$ cat src/rtl/even_div_ctrl_pkg.sv
// Shared types and defaults for the programmable even clock divider controller.
package even_div_ctrl_pkg;

    localparam int unsigned CNT_W_DEF = 8;

    typedef enum logic [1:0] {
        IDLE,
        RUN,
        PEND
    } state_t;

endpackage

$ cat src/rtl/div_half_cnt.sv
// Half-period counter: counts 0..cur_div-1, then wraps to 0 and toggles clk_out.
module div_half_cnt
    import even_div_ctrl_pkg::*;
#(
    parameter int unsigned CNT_W = CNT_W_DEF
) (
    input  logic             clk,
    input  logic             rst,
    input  logic             clear,
    input  logic [CNT_W-1:0] cur_div,
    output logic             tc,
    output logic             clk_out
);

    localparam logic [CNT_W-1:0] ONE = CNT_W'(1);

    logic [CNT_W-1:0] cnt;
    logic [CNT_W-1:0] lim;

    assign lim = cur_div - ONE;
    assign tc  = (cnt == lim);

    always_ff @(posedge clk) begin
        if (rst || clear) begin
            cnt     <= '0;
            clk_out <= 1'b0;
        end else if (tc) begin
            cnt     <= '0;
            clk_out <= ~clk_out;
        end else begin
            cnt <= cnt + ONE;
        end
    end

endmodule

$ cat src/rtl/even_div_ctrl.sv
// Runtime-programmable even clock divider controller (divide by 2*N, 50% duty).
// Optional tick output enabled by defining DIVCTL_TICK_EN.
module even_div_ctrl
    import even_div_ctrl_pkg::*;
#(
    parameter int unsigned CNT_W = CNT_W_DEF
) (
    input  logic             clk,
    input  logic             rst,
    input  logic             req_valid,
    input  logic [CNT_W-1:0] req_div,
    output logic             req_ready,
    output logic             clk_out,
`ifdef DIVCTL_TICK_EN
    output logic             tick,
`endif
    output logic             busy
);

    state_t           state, state_nxt;
    logic [CNT_W-1:0] cur_div, cur_div_nxt;
    logic [CNT_W-1:0] pend_div, pend_div_nxt;
    logic             xfer;
    logic             tc;
    logic             boundary;
    logic             cnt_clear;

    assign req_ready = (state != PEND);
    assign busy      = (state != IDLE);
    assign xfer      = req_valid && req_ready;
    // Ratio swaps and stops only happen on the falling toggle, so no runt pulses.
    assign boundary  = (state == PEND) && tc && clk_out;
    // Holding the counter clear while idle makes RUN start from cnt=0, clk_out=0.
    assign cnt_clear = (state == IDLE);

    div_half_cnt #(
        .CNT_W(CNT_W)
    ) u_cnt (
        .clk    (clk),
        .rst    (rst),
        .clear  (cnt_clear),
        .cur_div(cur_div),
        .tc     (tc),
        .clk_out(clk_out)
    );

    always_ff @(posedge clk) begin
        if (rst) begin
            state    <= IDLE;
            cur_div  <= '0;
            pend_div <= '0;
        end else begin
            state    <= state_nxt;
            cur_div  <= cur_div_nxt;
            pend_div <= pend_div_nxt;
        end
    end

    always_comb begin
        state_nxt    = state;
        cur_div_nxt  = cur_div;
        pend_div_nxt = pend_div;
        case (state)
            IDLE: begin
                if (xfer && (req_div != '0)) begin
                    state_nxt   = RUN;
                    cur_div_nxt = req_div;
                end
            end
            RUN: begin
                if (xfer) begin
                    state_nxt    = PEND;
                    pend_div_nxt = req_div;
                end
            end
            PEND: begin
                if (boundary) begin
                    if (pend_div != '0) begin
                        state_nxt   = RUN;
                        cur_div_nxt = pend_div;
                    end else begin
                        state_nxt = IDLE;
                    end
                end
            end
            default: state_nxt = IDLE;
        endcase
    end

`ifdef DIVCTL_TICK_EN
    logic tick_q;

    always_ff @(posedge clk) begin
        if (rst) begin
            tick_q <= 1'b0;
        end else begin
            tick_q <= !cnt_clear && tc && !clk_out;
        end
    end

    assign tick = tick_q;
`endif

endmodule

$ cat config.mk
export PLATFORM = sky130hd
export DESIGN_NAME = even_div_ctrl
export DESIGN_NICKNAME = d
export VERILOG_FILES = /design/src/rtl/even_div_ctrl_pkg.sv /design/src/rtl/div_half_cnt.sv /design/src/rtl/even_div_ctrl.sv
export SDC_FILE = /design/constraint.sdc
export NUM_CORES = 1
export LEC_CHECK = 0
export CAP_MARGIN = 40
export CORE_MARGIN = 2
export CORE_UTILIZATION = 40
export DETAILED_ROUTE_END_ITERATION = 7
export DONT_BUFFER_PORTS = 1
export PLACE_DENSITY = 0.63
export SLEW_MARGIN = 20
export SYNTH_ARGS = -nofsm -noshare
export SYNTH_HDL_FRONTEND = slang
export SYNTH_SLANG_ARGS = --single-unit
$ cat constraint.sdc
create_clock -name clk -period 2.6 [get_ports clk]
set_clock_uncertainty 0.1 [all_clocks]
set_input_delay 0.26 -clock clk [delete_from_list [all_inputs] [get_ports clk]]
set_output_delay 0.26 -clock clk [all_outputs]
set_load 0.01 [all_outputs]
==> qor.json, run 1 <==
{
  "outcome": "complete, no violations",
  "max-clock-path-buffers": 2,
  "mapped_cells": 147,
  "timing_hold_violations_final": 0,
  "syn2layout_area_growth_pct": 17.19,
  "pwr_density_cell_nw_per_um2": 572.7,
  "synth_top_cell_area_share_pct": 38.68,
  "h-tree-depth": 1,
  "rsz0062_at_grt": "true",
  "worst_ir_drop_vdd_mv": 0.2563,
  "maxSlewViolCount": 0,
  "sw_frac_of_total_pct": 30.81,
  "clkTransAtPathRegs_ps": 160,
  "ys_top_cells_by_area": "sky130_fd_sc_hd__dfxtp_1, sky130_fd_sc_hd__mux2i_1, sky130_fd_sc_hd__xnor2_1, sky130_fd_sc_hd__nor2_1, sky130_fd_sc_hd__o21ba_1",
  "grt_pass1_wl_um": 4933,
  "synth.cells.most_frequent": "sky130_fd_sc_hd__dfxtp_1, sky130_fd_sc_hd__nor2_1, sky130_fd_sc_hd__mux2i_1",
  "grt_pass1_vias": 1071,
  "syn_area_sq_um": 1398,
  "yosysSeqAreaShare_pct": 38.68,
  "core_area_sq_um": 3337,
  "clock_sinks": 27,
  "grt_overflow": 0,
  "global_route.usage.total_pct": 15.73,
  "cts-buffers-inserted": 3,
  "die-height_um": 63.11,
  "grt_start_max_net_pins": 19,
  "dp_hpwl_um": 2127,
  "layout-drive-gt1-share_pct": 13.75,
  "layout.nets": 174,
  "register_bit_count_reported_by_yosys": 27,
  "placedInstanceArea_sq_um": 1450,
  "period_minus_slack_ps": 2539,
  "power_report.internal_total_w": 0.0006490,
  "timing_worst_setup_path_type": "reg -> reg",
  "count_of_standard_cell_rows": 21,
  "final_min_period_over_clock_period_pct": 97.66,
  "fmax_mhz": 393.8,
  "crit_path_max_fanout": 6,
  "netlist-cell-type-count": 34,
  "post-route-worst-setup-slack_ps": 60.93,
  "postLayoutCoreUtil_pct": 49.08,
  "routabilityCongestion": 0.9088,
  "end_kind": "flop",
  "synth_top_cell_by_area": "sky130_fd_sc_hd__dfxtp_1",
  "placement.setup.worst_slack_ps": -34.99,
  "timing.max_cap.violations": 0,
  "power.leakage_nw": 0.6369,
  "antenna_found_initial": 0,
  "drt-pass1-iter-count": 4,
  "register_share_of_total_power_pct": 50.4,
  "clock_tree.root_cell": "sky130_fd_sc_hd__clkbuf_4",
  "io_buffers": 0,
  "number_of_enable_type_register_cells_in_the_synthesized_netlist": 0,
  "routed_wirelength_um": 3001,
  "total_switching_power_w": 0.0002890,
  "avgSynthCellArea_sq_um": 9.507,
  "io_pins": 14,
  "initial_utilization_pct": 41.88,
  "worstSetupStartpointType": "flop",
  "timing.critical_path.arrival_ps": 2680,
  "slew-limit-headroom_pct": 52.20,
  "wl_per_cell_um": 14.57,
  "diodes": 0,
  "first_iter_violations": 63,
  "worstPathRequired_ps": 2740,
  "width_of_the_die_um": 63.11,
  "worst_hold_path_type": "in -> reg",
  "ant_nets": 0,
  "final_design_area_no_fill_sq_um": 1638,
  "final-setup-viol-count": 0,
  "synth_async_sr_flop_share_pct": 0,
  "synthFlopType": "sky130_fd_sc_hd__dfxtp_1",
  "drc_errors": 0,
  "yosysWarnings": 0,
  "power.combinational.fraction_pct": 29.7,
  "tritoncts": "built",
  "synth.most_common_cell": "sky130_fd_sc_hd__dfxtp_1",
  "clock_power_share_pct": 19.9,
  "finalHoldWorstSlack_ps": 34.74,
  "vias": 1096,
  "synth_nets": 160,
  "clock_insertion_delay_worst_skew_ps": 330,
  "die-area_sq_um": 3983,
  "worst_slew_pin_slew_ps": 714.7,
  "num-fill-cells": 330,
  "routed_via_density": 5.320
}
## routing by layer
| layer | GRT usage [%] | wire length (um) | vias to the layer above |
|---|---|---|---|
| li1 | - | - | 550 |
| met1 | 21.78 | 1457 | 524 |
| met2 | 24.34 | 1436 | 18 |
| met3 | 2.500 | 80 | 4 |
| met4 | 6.389 | 27 | 0 |
| met5 | 0 | 0 | - |
## cells by family after synthesis
kind of cell             Yosys count  synth area share [%]
buffers and inverters             14                 4.386
AO/OA/AOI/OAI                     24                 14.41
AND/OR/NAND/NOR                   44                 16.74
XOR/XNOR                          20                 12.53
flip-flops                        27                 38.68
adder cells (fa/ha/maj)            2                 1.790
multiplexers                      16                 11.46
## power groups by stage
stage               Clock, W  Sequential, W  Combinational (W)
global placement           0       0.000479           0.000225
detailed placement         0       0.000480           0.000231
CTS                 0.000192       0.000470           0.000253
global route        0.000212       0.000478           0.000306
finish              0.000187       0.000473           0.000278
floorplan                  0       0.000473           0.000193
## critical path, stage by stage (launching register included)
cell                       delay [ps]
sky130_fd_sc_hd__dfxtp_2          390
sky130_fd_sc_hd__inv_2             60
sky130_fd_sc_hd__ha_4             170
sky130_fd_sc_hd__xor2_2           140
sky130_fd_sc_hd__xnor2_1          170
sky130_fd_sc_hd__or4b_4           490
sky130_fd_sc_hd__o41a_1           500
sky130_fd_sc_hd__o21ba_1          230
sky130_fd_sc_hd__a211oi_2         200
## sequential cells by signal (all words and copies together) (netlist names)
register / count
cur_div: 8
pend_div: 8
state: 2
u_cnt.clk_out: 1
u_cnt.cnt: 8
## cells in the final DEF (no fill, tap or decap), types with 3 or more instances in the layout
| master | synthesis | layout |
|---|---|---|
| sky130_fd_sc_hd__inv_1 | 7 | 5 |
| sky130_fd_sc_hd__nor4_1 | 6 | 6 |
| sky130_fd_sc_hd__xor2_1 | 6 | 5 |
| sky130_fd_sc_hd__xnor2_1 | 14 | 14 |
| sky130_fd_sc_hd__nor2_1 | 17 | 16 |
| sky130_fd_sc_hd__nor3_1 | 3 | 3 |
| sky130_fd_sc_hd__dfxtp_1 | 27 | 25 |
| sky130_fd_sc_hd__clkbuf_4 | 0 | 3 |
| sky130_fd_sc_hd__nand3_1 | 3 | 3 |
| sky130_fd_sc_hd__a211oi_1 | 7 | 6 |
| sky130_fd_sc_hd__mux2i_1 | 16 | 16 |
| sky130_fd_sc_hd__o21ai_0 | 3 | 3 |
| sky130_fd_sc_hd__buf_4 | 0 | 4 |
| sky130_fd_sc_hd__o21ba_1 | 6 | 6 |
| sky130_fd_sc_hd__dlygate4sd3_1 | 0 | 10 |
## area by class of cell
class / count / area, sq um / area share (%)
inverter: 7 / 26.28 / 1.604
clock inverter: 1 / 7.507 / 0.4584
sequential: 27 / 543.0 / 33.16
clock buffer: 3 / 22.52 / 1.375
timing repair buffer: 15 / 141.4 / 8.633
tap: 46 / 57.56 / 3.514
multi-input combinational: 107 / 839.6 / 51.26
## through the flow
| stage | TNS, ps | total power [W] | cells |
|---|---|---|---|
| after floorplan | 0 | 0.0006661 | 147 |
| after global placement | 0 | 0.0007039 | 190 |
| after detailed placement | -179.8 | 0.0007110 | 190 |
| after CTS | 0 | 0.0009158 | 205 |
| after global routing | -75.02 | 0.0009960 | 206 |
| final | 0 | 0.0009380 | 206 |
## timing repair
action	in CTS	in global routing
setup buffers	0	1
hold endpoints to repair	19	0
endpoints found under the setup margin	8	10
cloned	1	0
hold buffers	10	0
pin swaps	1	4
resized for setup	0	11
## path summary, 6_finish.rpt
kind                        endpoint  cells after the start  slack [ps]                     from
min          cur_div[1]$_SDFFE_PP0P_                      2          30               req_div[1]
max reg2reg  cur_div[3]$_SDFFE_PP0P_                      8          60  cur_div[0]$_SDFFE_PP0P_
max          cur_div[3]$_SDFFE_PP0P_                      8          60  cur_div[0]$_SDFFE_PP0P_
min reg2reg  u_cnt.cnt[0]$_SDFF_PP0_                      1         420  u_cnt.cnt[0]$_SDFF_PP0_
No activity file was read; power rests on OpenSTA's default activity.
==> inputs of run 2 (changes only) <==
PLACE_DENSITY = 0.61   (was 0.63)
clock period = 2.7 ns   (was 2.6 ns; I/O delays follow)
==> qor.json, run 2 (synthesized netlist as in run 1, its figures left out) <==
{
  "final_min_period_over_clock_period_pct": 95.12,
  "routabilityCongestion": 0.7973,
  "clkTransAtPathRegs_ps": 150,
  "end_kind": "flop",
  "routed_wirelength_um": 2944,
  "slew-limit-headroom_pct": 53.37,
  "capturing_point_of_the_worst_reg2reg_path": "cur_div[2]$_SDFFE_PP0P_",
  "layout.nets": 171,
  "count_of_standard_cell_rows": 21,
  "worstPathRequired_ps": 2800,
  "worst_slew_pin_slew_ps": 697.1,
  "reg2reg_setup_slack_ps": 130,
  "drt-pass1-iter-count": 4,
  "post-route-worst-setup-slack_ps": 131.7,
  "r2r_start": "cur_div[0]$_SDFFE_PP0P_",
  "placement.setup.worst_slack_ps": 91.26,
  "timing_worst_setup_path_type": "reg -> reg",
  "grt_pass1_wl_um": 4712,
  "first_iter_violations": 20,
  "num-fill-cells": 349,
  "vias": 1067,
  "clock_insertion_delay_worst_skew_ps": 340,
  "timing.max_cap.violations": 0,
  "max-clock-path-buffers": 2,
  "clock_sinks": 27,
  "fmax_mhz": 389.4,
  "multiInputGateArea_sq_um": 819.5,
  "ant_nets": 0,
  "pwr_density_cell_nw_per_um2": 556.3,
  "grt_start_max_net_pins": 19,
  "timing_hold_violations_final": 0,
  "drc_errors": 0,
  "tritoncts": "built",
  "io_pins": 14,
  "power.leakage_nw": 0.6212,
  "syn2layout_area_growth_pct": 13.07,
  "layout.cells.most_common": "sky130_fd_sc_hd__dfxtp_1",
  "global_route.usage.total_pct": 15.05,
  "timing.critical_path.arrival_ps": 2670,
  "register_area_sq_um": 540.5,
  "wl_per_cell_um": 14.50,
  "grt_overflow": 0,
  "grt_pass1_vias": 1084,
  "h-tree-depth": 1,
  "worstSetupStartpointType": "flop",
  "layout_common_cells": "sky130_fd_sc_hd__dfxtp_1, sky130_fd_sc_hd__nor2_1, sky130_fd_sc_hd__mux2i_1, sky130_fd_sc_hd__xnor2_1, sky130_fd_sc_hd__dlygate4sd3_1",
  "postLayoutCoreUtil_pct": 47.36,
  "routed_via_density": 5.256,
  "power.total_w": 0.0008791,
  "largest_registers": "cur_div (8), pend_div (8), u_cnt.cnt (8)",
  "worstSetupStartpoint": "cur_div[0]$_SDFFE_PP0P_",
  "die-area_sq_um": 3983,
  "initial_utilization_pct": 41.88,
  "crit_path_end": "cur_div[2]$_SDFFE_PP0P_",
  "worst_ir_drop_vdd_mv": 0.2628,
  "final-setup-viol-count": 0,
  "dp_hpwl_um": 2107,
  "diodes": 0,
  "io_buffers": 0,
  "core_area_sq_um": 3337,
  "die-height_um": 63.11,
  "antenna_found_initial": 0,
  "maxSlewViolCount": 0,
  "layout-drive-gt1-share_pct": 8.280,
  "period_minus_slack_ps": 2568,
  "width_of_the_die_um": 63.11,
  "cts-buffers-inserted": 3,
  "crit_path_max_fanout": 5,
  "r2r.worst_path.cells": 9,
  "outcome": "complete, no violations",
  "worst_hold_path_type": "in -> reg",
  "clock_tree.root_cell": "sky130_fd_sc_hd__clkbuf_4"
}
==> run 2: cell count changes in the layout (fill, tap and decap cells not counted), sizes merged <==
cell / before / now
dlygate4sd3: 10 / 8
buf: 5 / 4
clkbuf: 3 / 4
clkinvlp: 1 / 0
==> run 2: per-layer routing <==
layer | up-vias | global-route usage [%] | routed length [um]
met1 | 503 | 16.20 | 1273
met3 | 5 | 2.500 | 84
met5 | - | 0 | 0
met4 | 0 | 7.500 | 52
li1 | 544 | - | -
met2 | 15 | 28.06 | 1533
==> run 2: worst min-delay path by stage <==
stage                           from  cells after the start                  endpoint
final                     req_div[0]                      2  pend_div[0]$_SDFFE_PP0P_
after global routing       req_valid                      3     state[0]$_SDFFE_PP0P_
after CTS                 req_div[0]                      2  pend_div[0]$_SDFFE_PP0P_
after detailed placement         rst                      1   cur_div[3]$_SDFFE_PP0P_
after global placement           rst                      1   cur_div[3]$_SDFFE_PP0P_
after floorplan           req_div[0]                      2  pend_div[0]$_SDFFE_PP0P_
==> run 2: report_power, final <==
group	leakage [nW]	switching, W	internal [W]
Combinational	0.386	0.000120	0.000123
Sequential	0.221	0.0000273	0.000427
Clock	0.0150	0.000124	0.0000581
==> run 2: repair_timing <==
item                                    in CTS  in global routing
hold endpoints to repair                    19                  0
hold buffers                                 8                  0
endpoints found under the setup margin       0                 13
setup buffers                                0                  1
resized for setup                            0                  2
==> run 2: area by class of cell <==
cell class	count	area share, %
Inverter	7	1.663
Clock buffer	4	1.663
Timing Repair Buffer	12	6.968
Sequential cell	27	34.20
Multi-Input combinational cell	107	51.86
Tap cell	46	3.642
==> run 2: per-stage QoR <==
step                      hold slack, ps  cells  TNS [ps]  instance area (sq um)
after floorplan                    313.9    147         0                   1398
after global placement             238.5    189         0                   1443
after detailed placement           243.8    189         0                   1443
after CTS                          1.300    201         0                   1549
after global routing             -0.8326    203    -11.42                   1580
final                              2.375    203         0                   1580
==> run 2: critical path, stage by stage, from the launching register on <==
cell,delay [ps]
sky130_fd_sc_hd__dfxtp_1,380
sky130_fd_sc_hd__inv_1,80
sky130_fd_sc_hd__ha_1,260
sky130_fd_sc_hd__xor2_2,170
sky130_fd_sc_hd__xnor2_1,150
sky130_fd_sc_hd__or4b_4,500
sky130_fd_sc_hd__o41a_1,410
sky130_fd_sc_hd__nor2_1,170
sky130_fd_sc_hd__buf_4,150
sky130_fd_sc_hd__a211oi_1,60
==> inputs of run 3 (changes only) <==
GPL_ROUTABILITY_DRIVEN = 0   (was unset)
==> results of run 3 <==
The final DEF is identical to that of run 2; final timing and power are the same.
